### src/rtl/mac_vector_pkg.sv
// Shared types and helpers for the multi-lane MAC (mac_vector).
package mac_vector_pkg;

  // Control FSM states; IDLE encodes as zero so a cleared state register means IDLE.
  typedef enum logic [1:0] {
    IDLE  = 2'd0,
    ACCUM = 2'd1,
    OUT   = 2'd2
  } mac_vector_state_t;

  localparam int unsigned STATE_W = 2;

  // Width of a counter able to hold 0..max_len inclusive.
  function automatic int unsigned len_width(input int unsigned max_len);
    return $clog2(max_len + 1);
  endfunction

endpackage

### src/rtl/mac_vector_if.sv
// Job, operand and result handshake bundle for mac_vector.
interface mac_vector_if #(
  parameter int unsigned LANES     = 4,
  parameter int unsigned A_WIDTH   = 8,
  parameter int unsigned B_WIDTH   = 8,
  parameter int unsigned ACC_WIDTH = 24,
  parameter int unsigned OUT_WIDTH = 8,
  parameter int unsigned MAX_LEN   = 256
);
  localparam int unsigned LEN_W = $clog2(MAX_LEN + 1);
  localparam int unsigned SH_W  = $clog2(ACC_WIDTH);

  // job control, sampled with start
  logic                         start_i;
  logic [LEN_W-1:0]             len_i;
  logic [SH_W-1:0]              shift_i;
  logic                         seed_en_i;
  logic [LANES*ACC_WIDTH-1:0]   psum_in_i;
  // operand beats
  logic                         in_valid_i;
  logic                         in_ready_o;
  logic [LANES*A_WIDTH-1:0]     a_i;
  logic [LANES*B_WIDTH-1:0]     b_i;
  // results
  logic                         out_valid_o;
  logic                         out_ready_i;
  logic [LANES*OUT_WIDTH-1:0]   out_o;
  logic [LANES*ACC_WIDTH-1:0]   out_acc_o;
  logic [LANES-1:0]             sat_o;
  logic                         busy_o;

  modport master (
    output start_i, len_i, shift_i, seed_en_i, psum_in_i,
    output in_valid_i, a_i, b_i, out_ready_i,
    input  in_ready_o, out_valid_o, out_o, out_acc_o, sat_o, busy_o
  );

  modport slave (
    input  start_i, len_i, shift_i, seed_en_i, psum_in_i,
    input  in_valid_i, a_i, b_i, out_ready_i,
    output in_ready_o, out_valid_o, out_o, out_acc_o, sat_o, busy_o
  );

endinterface

### src/rtl/mac_requant.sv
// Per-lane requantiser: round-half-up, arithmetic right shift, saturate.
module mac_requant #(
  parameter int unsigned ACC_WIDTH = 24,
  parameter int unsigned OUT_WIDTH = 8,
  parameter int unsigned SH_W      = $clog2(ACC_WIDTH)
) (
  input  logic signed [ACC_WIDTH-1:0] acc_i,
  input  logic        [SH_W-1:0]      shift_i,
  output logic signed [OUT_WIDTH-1:0] q_o,
  output logic                        sat_o
);
  // One extra bit so adding the rounding constant can never overflow.
  localparam int unsigned RW = ACC_WIDTH + 1;
  localparam logic signed [RW-1:0] MAX_C = RW'((64'sd1 <<< (OUT_WIDTH - 1)) - 64'sd1);
  localparam logic signed [RW-1:0] MIN_C = RW'(-(64'sd1 <<< (OUT_WIDTH - 1)));

  logic signed [RW-1:0] ext_s;
  logic signed [RW-1:0] rnd_s;
  logic signed [RW-1:0] sum_s;
  logic signed [RW-1:0] shr_s;

  assign ext_s = RW'(acc_i);
  assign sum_s = ext_s + rnd_s;
  assign shr_s = sum_s >>> shift_i;

  // Rounding constant is half an output LSB, none when there is no shift.
  always_comb begin
    rnd_s = '0;
    if (shift_i == '0) begin
      rnd_s = '0;
    end else begin
      rnd_s = RW'(1) << (shift_i - SH_W'(1));
    end
  end

  // Clamp to the signed output range and flag when the clamp bites.
  always_comb begin
    q_o   = '0;
    sat_o = 1'b0;
    if (shr_s > MAX_C) begin
      q_o   = MAX_C[OUT_WIDTH-1:0];
      sat_o = 1'b1;
    end else if (shr_s < MIN_C) begin
      q_o   = MIN_C[OUT_WIDTH-1:0];
      sat_o = 1'b1;
    end else begin
      q_o   = shr_s[OUT_WIDTH-1:0];
      sat_o = 1'b0;
    end
  end

endmodule

### src/rtl/mac_vector_reg.sv
// Shared enable-gated register with asynchronous active-low reset.
module mac_vector_reg #(
  parameter int unsigned W       = 1,
  parameter logic [W-1:0] RST_VAL = '0
) (
  input  logic         clk,
  input  logic         arst_n,
  input  logic         we,
  input  logic [W-1:0] d,
  output logic [W-1:0] q
);

  // Capture d when enabled; reset clears to RST_VAL immediately.
  always_ff @(posedge clk or negedge arst_n) begin
    if (!arst_n) begin
      q <= RST_VAL;
    end else if (we) begin
      q <= d;
    end
  end

endmodule

### src/rtl/mac_vector.sv
// LANES signed multiply-accumulate lanes sharing one length counter and
// control FSM, with per-lane requantisation behind a valid/ready output.
module mac_vector
  import mac_vector_pkg::*;
#(
  parameter int unsigned LANES     = 4,
  parameter int unsigned A_WIDTH   = 8,
  parameter int unsigned B_WIDTH   = 8,
  parameter int unsigned ACC_WIDTH = 24,
  parameter int unsigned OUT_WIDTH = 8,
  parameter int unsigned MAX_LEN   = 256
) (
  input  logic       clk,
  input  logic       arst_n,
  mac_vector_if.slave bus
);
  localparam int unsigned LEN_W = len_width(MAX_LEN);
  localparam int unsigned SH_W  = $clog2(ACC_WIDTH);
  localparam int unsigned P_W   = A_WIDTH + B_WIDTH;

  logic [STATE_W-1:0]  state_raw_q;
  mac_vector_state_t   state_q;
  mac_vector_state_t   state_d;
  logic [LEN_W-1:0]    count_q;
  logic [LEN_W-1:0]    count_d;
  logic [SH_W-1:0]     shift_q;
  logic                start_fire_s;
  logic                beat_fire_s;
  logic                out_fire_s;
  logic                acc_we_s;

  logic signed [ACC_WIDTH-1:0] acc_vec_s [LANES];
  logic signed [OUT_WIDTH-1:0] q_vec_s   [LANES];
  logic                        sat_vec_s [LANES];

  assign state_q      = mac_vector_state_t'(state_raw_q);
  assign start_fire_s = (state_q == IDLE)  && bus.start_i;
  assign beat_fire_s  = (state_q == ACCUM) && bus.in_valid_i;
  assign out_fire_s   = (state_q == OUT)   && bus.out_ready_i;
  assign acc_we_s     = start_fire_s || beat_fire_s;

  // Handshake flags decode the registered state only, never in_valid/out_ready.
  assign bus.in_ready_o  = (state_q == ACCUM);
  assign bus.out_valid_o = (state_q == OUT);
  assign bus.busy_o      = (state_q != IDLE);

  // FSM next state: a zero-length job skips straight to OUT.
  always_comb begin
    state_d = state_q;
    case (state_q)
      IDLE: begin
        if (bus.start_i) begin
          if (bus.len_i == '0) begin
            state_d = OUT;
          end else begin
            state_d = ACCUM;
          end
        end else begin
          state_d = IDLE;
        end
      end
      ACCUM: begin
        if (beat_fire_s && (count_q == LEN_W'(1))) begin
          state_d = OUT;
        end else begin
          state_d = ACCUM;
        end
      end
      OUT: begin
        if (out_fire_s) begin
          state_d = IDLE;
        end else begin
          state_d = OUT;
        end
      end
      default: begin
        state_d = IDLE;
      end
    endcase
  end

  // Remaining-beats counter: loaded on start, decremented per accepted beat.
  always_comb begin
    count_d = count_q;
    if (start_fire_s) begin
      count_d = bus.len_i;
    end else begin
      count_d = count_q - LEN_W'(1);
    end
  end

  mac_vector_reg #(.W(STATE_W)) u_state_reg (
    .clk    (clk),
    .arst_n (arst_n),
    .we     (1'b1),
    .d      (state_d),
    .q      (state_raw_q)
  );

  mac_vector_reg #(.W(LEN_W)) u_count_reg (
    .clk    (clk),
    .arst_n (arst_n),
    .we     (acc_we_s),
    .d      (count_d),
    .q      (count_q)
  );

  mac_vector_reg #(.W(SH_W)) u_shift_reg (
    .clk    (clk),
    .arst_n (arst_n),
    .we     (start_fire_s),
    .d      (bus.shift_i),
    .q      (shift_q)
  );

  for (genvar gi = 0; gi < LANES; gi++) begin : g_lane
    logic signed [A_WIDTH-1:0]   a_s;
    logic signed [B_WIDTH-1:0]   b_s;
    logic signed [P_W-1:0]       prod_s;
    logic signed [ACC_WIDTH-1:0] prod_ext_s;
    logic signed [ACC_WIDTH-1:0] seed_s;
    logic signed [ACC_WIDTH-1:0] acc_d;
    logic signed [ACC_WIDTH-1:0] acc_q;

    assign a_s        = bus.a_i[gi*A_WIDTH +: A_WIDTH];
    assign b_s        = bus.b_i[gi*B_WIDTH +: B_WIDTH];
    assign seed_s     = bus.psum_in_i[gi*ACC_WIDTH +: ACC_WIDTH];
    assign prod_s     = P_W'(a_s) * P_W'(b_s);
    assign prod_ext_s = ACC_WIDTH'(prod_s);

    // Seed in IDLE, otherwise add the sign-extended product (wraps freely).
    always_comb begin
      acc_d = acc_q;
      if (state_q == IDLE) begin
        if (bus.seed_en_i) begin
          acc_d = seed_s;
        end else begin
          acc_d = '0;
        end
      end else begin
        acc_d = acc_q + prod_ext_s;
      end
    end

    mac_vector_reg #(.W(ACC_WIDTH)) u_acc_reg (
      .clk    (clk),
      .arst_n (arst_n),
      .we     (acc_we_s),
      .d      (acc_d),
      .q      (acc_q)
    );

    assign acc_vec_s[gi] = acc_q;

    mac_requant #(
      .ACC_WIDTH (ACC_WIDTH),
      .OUT_WIDTH (OUT_WIDTH),
      .SH_W      (SH_W)
    ) u_requant (
      .acc_i   (acc_q),
      .shift_i (shift_q),
      .q_o     (q_vec_s[gi]),
      .sat_o   (sat_vec_s[gi])
    );
  end

  // Pack per-lane results onto the flat result buses.
  always_comb begin
    bus.out_o     = '0;
    bus.out_acc_o = '0;
    bus.sat_o     = '0;
    for (int i = 0; i < LANES; i++) begin
      bus.out_o[i*OUT_WIDTH +: OUT_WIDTH]     = q_vec_s[i];
      bus.out_acc_o[i*ACC_WIDTH +: ACC_WIDTH] = acc_vec_s[i];
      bus.sat_o[i]                            = sat_vec_s[i];
    end
  end

endmodule

### src/flat_wrapper.sv
// flat-port wrapper written by rule: the top's interface ports become plain ports
module mac_vector_flat import mac_vector_pkg::*;
#(
  parameter int unsigned LANES     = 4,
  parameter int unsigned A_WIDTH   = 8,
  parameter int unsigned B_WIDTH   = 8,
  parameter int unsigned ACC_WIDTH = 24,
  parameter int unsigned OUT_WIDTH = 8,
  parameter int unsigned MAX_LEN   = 256
)
  (clk, arst_n, bus_start_i, bus_len_i, bus_shift_i, bus_seed_en_i, bus_psum_in_i, bus_in_valid_i, bus_a_i, bus_b_i, bus_out_ready_i, bus_in_ready_o, bus_out_valid_o, bus_out_o, bus_out_acc_o, bus_sat_o, bus_busy_o);
  mac_vector_if #(.LANES(LANES), .A_WIDTH(A_WIDTH), .B_WIDTH(B_WIDTH), .ACC_WIDTH(ACC_WIDTH), .OUT_WIDTH(OUT_WIDTH), .MAX_LEN(MAX_LEN)) bus_i ();
  input  logic clk;
  input  logic arst_n;
  input wire logic [$bits(bus_i.start_i)-1:0] bus_start_i;
  input wire logic [$bits(bus_i.len_i)-1:0] bus_len_i;
  input wire logic [$bits(bus_i.shift_i)-1:0] bus_shift_i;
  input wire logic [$bits(bus_i.seed_en_i)-1:0] bus_seed_en_i;
  input wire logic [$bits(bus_i.psum_in_i)-1:0] bus_psum_in_i;
  input wire logic [$bits(bus_i.in_valid_i)-1:0] bus_in_valid_i;
  input wire logic [$bits(bus_i.a_i)-1:0] bus_a_i;
  input wire logic [$bits(bus_i.b_i)-1:0] bus_b_i;
  input wire logic [$bits(bus_i.out_ready_i)-1:0] bus_out_ready_i;
  output wire logic [$bits(bus_i.in_ready_o)-1:0] bus_in_ready_o;
  output wire logic [$bits(bus_i.out_valid_o)-1:0] bus_out_valid_o;
  output wire logic [$bits(bus_i.out_o)-1:0] bus_out_o;
  output wire logic [$bits(bus_i.out_acc_o)-1:0] bus_out_acc_o;
  output wire logic [$bits(bus_i.sat_o)-1:0] bus_sat_o;
  output wire logic [$bits(bus_i.busy_o)-1:0] bus_busy_o;
  assign bus_i.start_i = bus_start_i;
  assign bus_i.len_i = bus_len_i;
  assign bus_i.shift_i = bus_shift_i;
  assign bus_i.seed_en_i = bus_seed_en_i;
  assign bus_i.psum_in_i = bus_psum_in_i;
  assign bus_i.in_valid_i = bus_in_valid_i;
  assign bus_i.a_i = bus_a_i;
  assign bus_i.b_i = bus_b_i;
  assign bus_i.out_ready_i = bus_out_ready_i;
  assign bus_in_ready_o = bus_i.in_ready_o;
  assign bus_out_valid_o = bus_i.out_valid_o;
  assign bus_out_o = bus_i.out_o;
  assign bus_out_acc_o = bus_i.out_acc_o;
  assign bus_sat_o = bus_i.sat_o;
  assign bus_busy_o = bus_i.busy_o;
  mac_vector #(.LANES(LANES), .A_WIDTH(A_WIDTH), .B_WIDTH(B_WIDTH), .ACC_WIDTH(ACC_WIDTH), .OUT_WIDTH(OUT_WIDTH), .MAX_LEN(MAX_LEN)) u_core (.clk(clk), .arst_n(arst_n), .bus(bus_i));
endmodule
### config.mk
export PLATFORM = sky130hd
export DESIGN_NAME = mac_vector_flat
export DESIGN_NICKNAME = d
export VERILOG_FILES = /design/src/rtl/mac_vector_pkg.sv /design/src/rtl/mac_vector_if.sv /design/src/rtl/mac_requant.sv /design/src/rtl/mac_vector_reg.sv /design/src/rtl/mac_vector.sv /design/src/flat_wrapper.sv
export SDC_FILE = /design/constraint.sdc
export NUM_CORES = 2
export LEC_CHECK = 0
export CAP_MARGIN = 10
export CORE_ASPECT_RATIO = 1.25
export CORE_MARGIN = 1.5
export CORE_UTILIZATION = 30
export CTS_CLUSTER_DIAMETER = 60
export DETAILED_ROUTE_END_ITERATION = 7
export GPL_TIMING_DRIVEN = 0
export SYNTH_ARGS = -nofsm -noshare
export SYNTH_HDL_FRONTEND = slang
export SYNTH_HIERARCHICAL = 1
export SYNTH_SLANG_ARGS = --single-unit
### constraint.sdc
create_clock -name clk -period 16.8 [get_ports clk]
set_input_delay 2.52 -clock clk [delete_from_list [all_inputs] [get_ports clk]]
set_output_delay 2.52 -clock clk [all_outputs]
set_load 0.02 [all_outputs]
==> results.toml <==
[global_route]
global_route.usage.total = 0.227
wire_length_of_the_first_global_routing_pass_um = 228000
antenna_found_initial = 21
globalRouteOverflowTotal = 0
pin_count_of_the_biggest_net_entering_global_routing = 76
first_global_vias = 37700

[timing]
final_max_tran_viols = 0
maxClockFrequency_mhz = 87.5
report.final.setup_viol = 0
timing.final.crit_share = 0.681
hold_viol = 0
skew_ns = 0.0207
period_needed_ns = 11.43
setup_total_negative_slack_ns = 0
worst-slew-pin-transition_ns = 1.26
rsz0062_at_grt = "no"
max_slew_margin = 0.157

[clock_tree]
tritoncts.num_buffers = 9
post_cts_resize_count = 0
cts_max_path_buffers = 2
postcts_setup_bufs = 0
clock-sinks = 112
ctsRootBufferMaster = "sky130_fd_sc_hd__clkbuf_16"
number_of_buffers_inserted_for_hold_repair_after_clock_tree_synthesis = 0
tritoncts = "yes"
ctsHtreeMaxLevel = 3
path_clk_slew_ns = 0.10
worstSkewPairLatency_ns = 0.43

[routing]
routedWlPerCell_um = 22.3
drc = 0
wirelength_um = 149000
vias = 37400
postRouteAntennaNets = 0
drt_pre_antenna_iters = 6
starting_drc_count_in_detailed_routing = 2954
vias_per_cell = 5.58

[synth]
ys.flop_type = "sky130_fd_sc_hd__dfrtp_1"
synthCells = 4664
synth.top_cells.by_area = "sky130_fd_sc_hd__fa_1 (22%), sky130_fd_sc_hd__ha_1 (10%), sky130_fd_sc_hd__dfrtp_1 (7.3%), sky130_fd_sc_hd__inv_1 (4.3%), sky130_fd_sc_hd__nand2_1 (4.1%)"
most_area_hungry_cell_type_in_the_yosys_netlist = "sky130_fd_sc_hd__fa_1"
synth_enable_flop_cells = 0
ys_types = 102
synth_most_common_cell = "sky130_fd_sc_hd__inv_1"
synth_sequential_area_ratio = 0.0729
synth_top_area_share = 0.219
post_synthesis_register_bit_count = 112
postSynth.asyncResetShare = 1.00
syn_avg_cell_area_sq_um = 8.24
synthTopCellsByCount = "sky130_fd_sc_hd__inv_1 (444), sky130_fd_sc_hd__nand2_1 (421), sky130_fd_sc_hd__fa_1 (420), sky130_fd_sc_hd__nor2_1 (355), sky130_fd_sc_hd__ha_1 (314)"
yosysWarnings = 6
mappedNetlistArea_sq_um = 38400

[critical_path]
cp_slowest_cell = "sky130_fd_sc_hd__dfrtp_1"
crit_path_end_kind = "output pin"
critical_path.cell_chain = "clkbuf_1 -> clkbuf_1 -> buf_1 -> clkbuf_1 -> buf_1 -> nand3_1 -> nor2_1 -> ha_1 -> buf_2 -> a2111oi_1 -> o211ai_1 -> o211ai_1 -> nor2_1 -> a311o_1 -> nor3_1 -> a21oi_1 -> a2111o_1 -> nor4b_2 -> a31o_2 -> nand2_2 -> o21ai_1 -> clkdlybuf4s50_1"
critPathKind = "reg -> out"
slowest_delay_ns = 0.88
cp_data_required_time_ns = 14.28
worst-endpoint-arrival_ns = 8.91
critical_path.max_fanout = 10
startpoint_type = "register"
worst_path_most_repeated_cell = "sky130_fd_sc_hd__clkbuf_1"

[place]
dp_cells = 6681
numPortBuffers = 309
gpl.final_weighted_congestion = 0.978
dp.final_hpwl_um = 124000
postPlaceCellArea_sq_um = 43800

[layout]
finalNetCount = 5906
final.fill_count = 13400
postLayoutCellArea_sq_um = 44200
syn2layout_area_growth_pct = 14.9
final_cells = 6705
final_layout_size_suffix_gt1_frac = 0.0768

[worst_hold_path]
hp-class = "reg -> reg"

[flow_run]
max-cap-violations = 0

[status]
status = "completed"

[floorplan]
initial_utilization = 0.303
die_y_um = 403
num_io_pins = 315
coreArea_sq_um = 127000
chip_width_um = 323
placementRows = 146
die_area_sq_um = 130000
kinds of logic after synthesis:
| group | Yosys count | synth area share |
|---|---|---|
| xor gates and xnor gates | 148 | 0.0345 |
| AOI/OAI and AO/OA | 1182 | 0.218 |
| buffers and inverters | 692 | 0.0768 |
| DFF | 112 | 0.0729 |
| and+or+nand+nor | 1567 | 0.202 |
| adders and majority gates | 734 | 0.321 |
| other | 1 | 0.0000976 |
| muxes | 228 | 0.0751 |
per-layer routing:
layer  vias up  global-route usage  wire (um)
met2      1418               0.388      71700
met4        12              0.0930       6740
met3       276              0.0305       8710
li1      17200                   -          -
met5         -                   0         83
met1     18500               0.286      62200
worst max-delay path, delay by kind of cell (launching register included):
family / cells / cell delay [ns]
and+or+nand+nor: 6 / 1.21
DFF: 1 / 0.88
buffers and inverters: 7 / 3.25
AOI/OAI and AO/OA: 8 / 2.87
adders and majority gates: 1 / 0.23
sequential cells by signal (all words and copies together), names as in the netlist:
name                       flops
u_core/u_shift_reg/q           5
u_core/u_count_reg/q           9
u_core/g_lane.u_acc_reg/q     96
u_core/u_state_reg/q           2
area by class of cell:
cell class,count,area (sq um),area share
multi-input cells,3861,32700,0.740
repair buffers,316,3260,0.0738
flip-flops and latches,112,2800,0.0635
well taps,1702,2130,0.0482
inverters,453,1700,0.0385
plain buffers,239,1250,0.0283
clock buffers,9,225,0.00510
clock inverters,7,86.3,0.00196
diodes,6,15.0,0.000340
path summary, 6_finish.rpt:
| kind | from | end | slack, ns | cells past startpoint |
|---|---|---|---|---|
| max reg2reg | u_core/g_lane[1].u_acc_reg/q[4]$_DFFE_PN0P_ | u_core/g_lane[1].u_acc_reg/q[22]$_DFFE_PN0P_ | 10.83 | 20 |
| min in group asynchronous | arst_n | u_core/u_shift_reg/q[1]$_DFFE_PN0P_ | 2.01 | 1 |
| min | u_core/u_count_reg/q[4]$_DFFE_PN0P_ | u_core/u_count_reg/q[4]$_DFFE_PN0P_ | 0.57 | 1 |
| max in group asynchronous | arst_n | u_core/g_lane[2].u_acc_reg/q[22]$_DFFE_PN0P_ | 13.91 | 2 |
| min reg2reg | u_core/u_count_reg/q[4]$_DFFE_PN0P_ | u_core/u_count_reg/q[4]$_DFFE_PN0P_ | 0.57 | 1 |
| max | u_core/u_shift_reg/q[2]$_DFFE_PN0P_ | bus_out_o[16] | 5.37 | 22 |
through the flow:
step	util	worst slack (ns)	hold slack (ns)
after global placement	0.344	6.12	0.538
after floorplan	-	8.83	0.516
after CTS	0.347	5.52	0.568
after detailed placement	0.345	6.10	0.535
final	0.348	5.37	0.573
after global routing	0.348	5.05	0.597
placed cells by master, fill, tap and decap left out, types with 84 or more instances in the layout:
cell	n
sky130_fd_sc_hd__a21oi_1	241
sky130_fd_sc_hd__and2_1	174
sky130_fd_sc_hd__clkbuf_1	137
sky130_fd_sc_hd__clkdlybuf4s50_1	308
sky130_fd_sc_hd__dfrtp_1	111
sky130_fd_sc_hd__fa_1	420
sky130_fd_sc_hd__ha_1	314
sky130_fd_sc_hd__inv_1	444
sky130_fd_sc_hd__mux2_4	89
sky130_fd_sc_hd__mux2i_1	84
sky130_fd_sc_hd__nand2_1	421
sky130_fd_sc_hd__nand3_1	169
sky130_fd_sc_hd__nor2_1	355
sky130_fd_sc_hd__o21ai_0	231
sky130_fd_sc_hd__xnor2_1	92
Power is left out: the tool's default activity adds up to more than one toggle a clock period on the data nets, which glitch-free logic cannot reach.
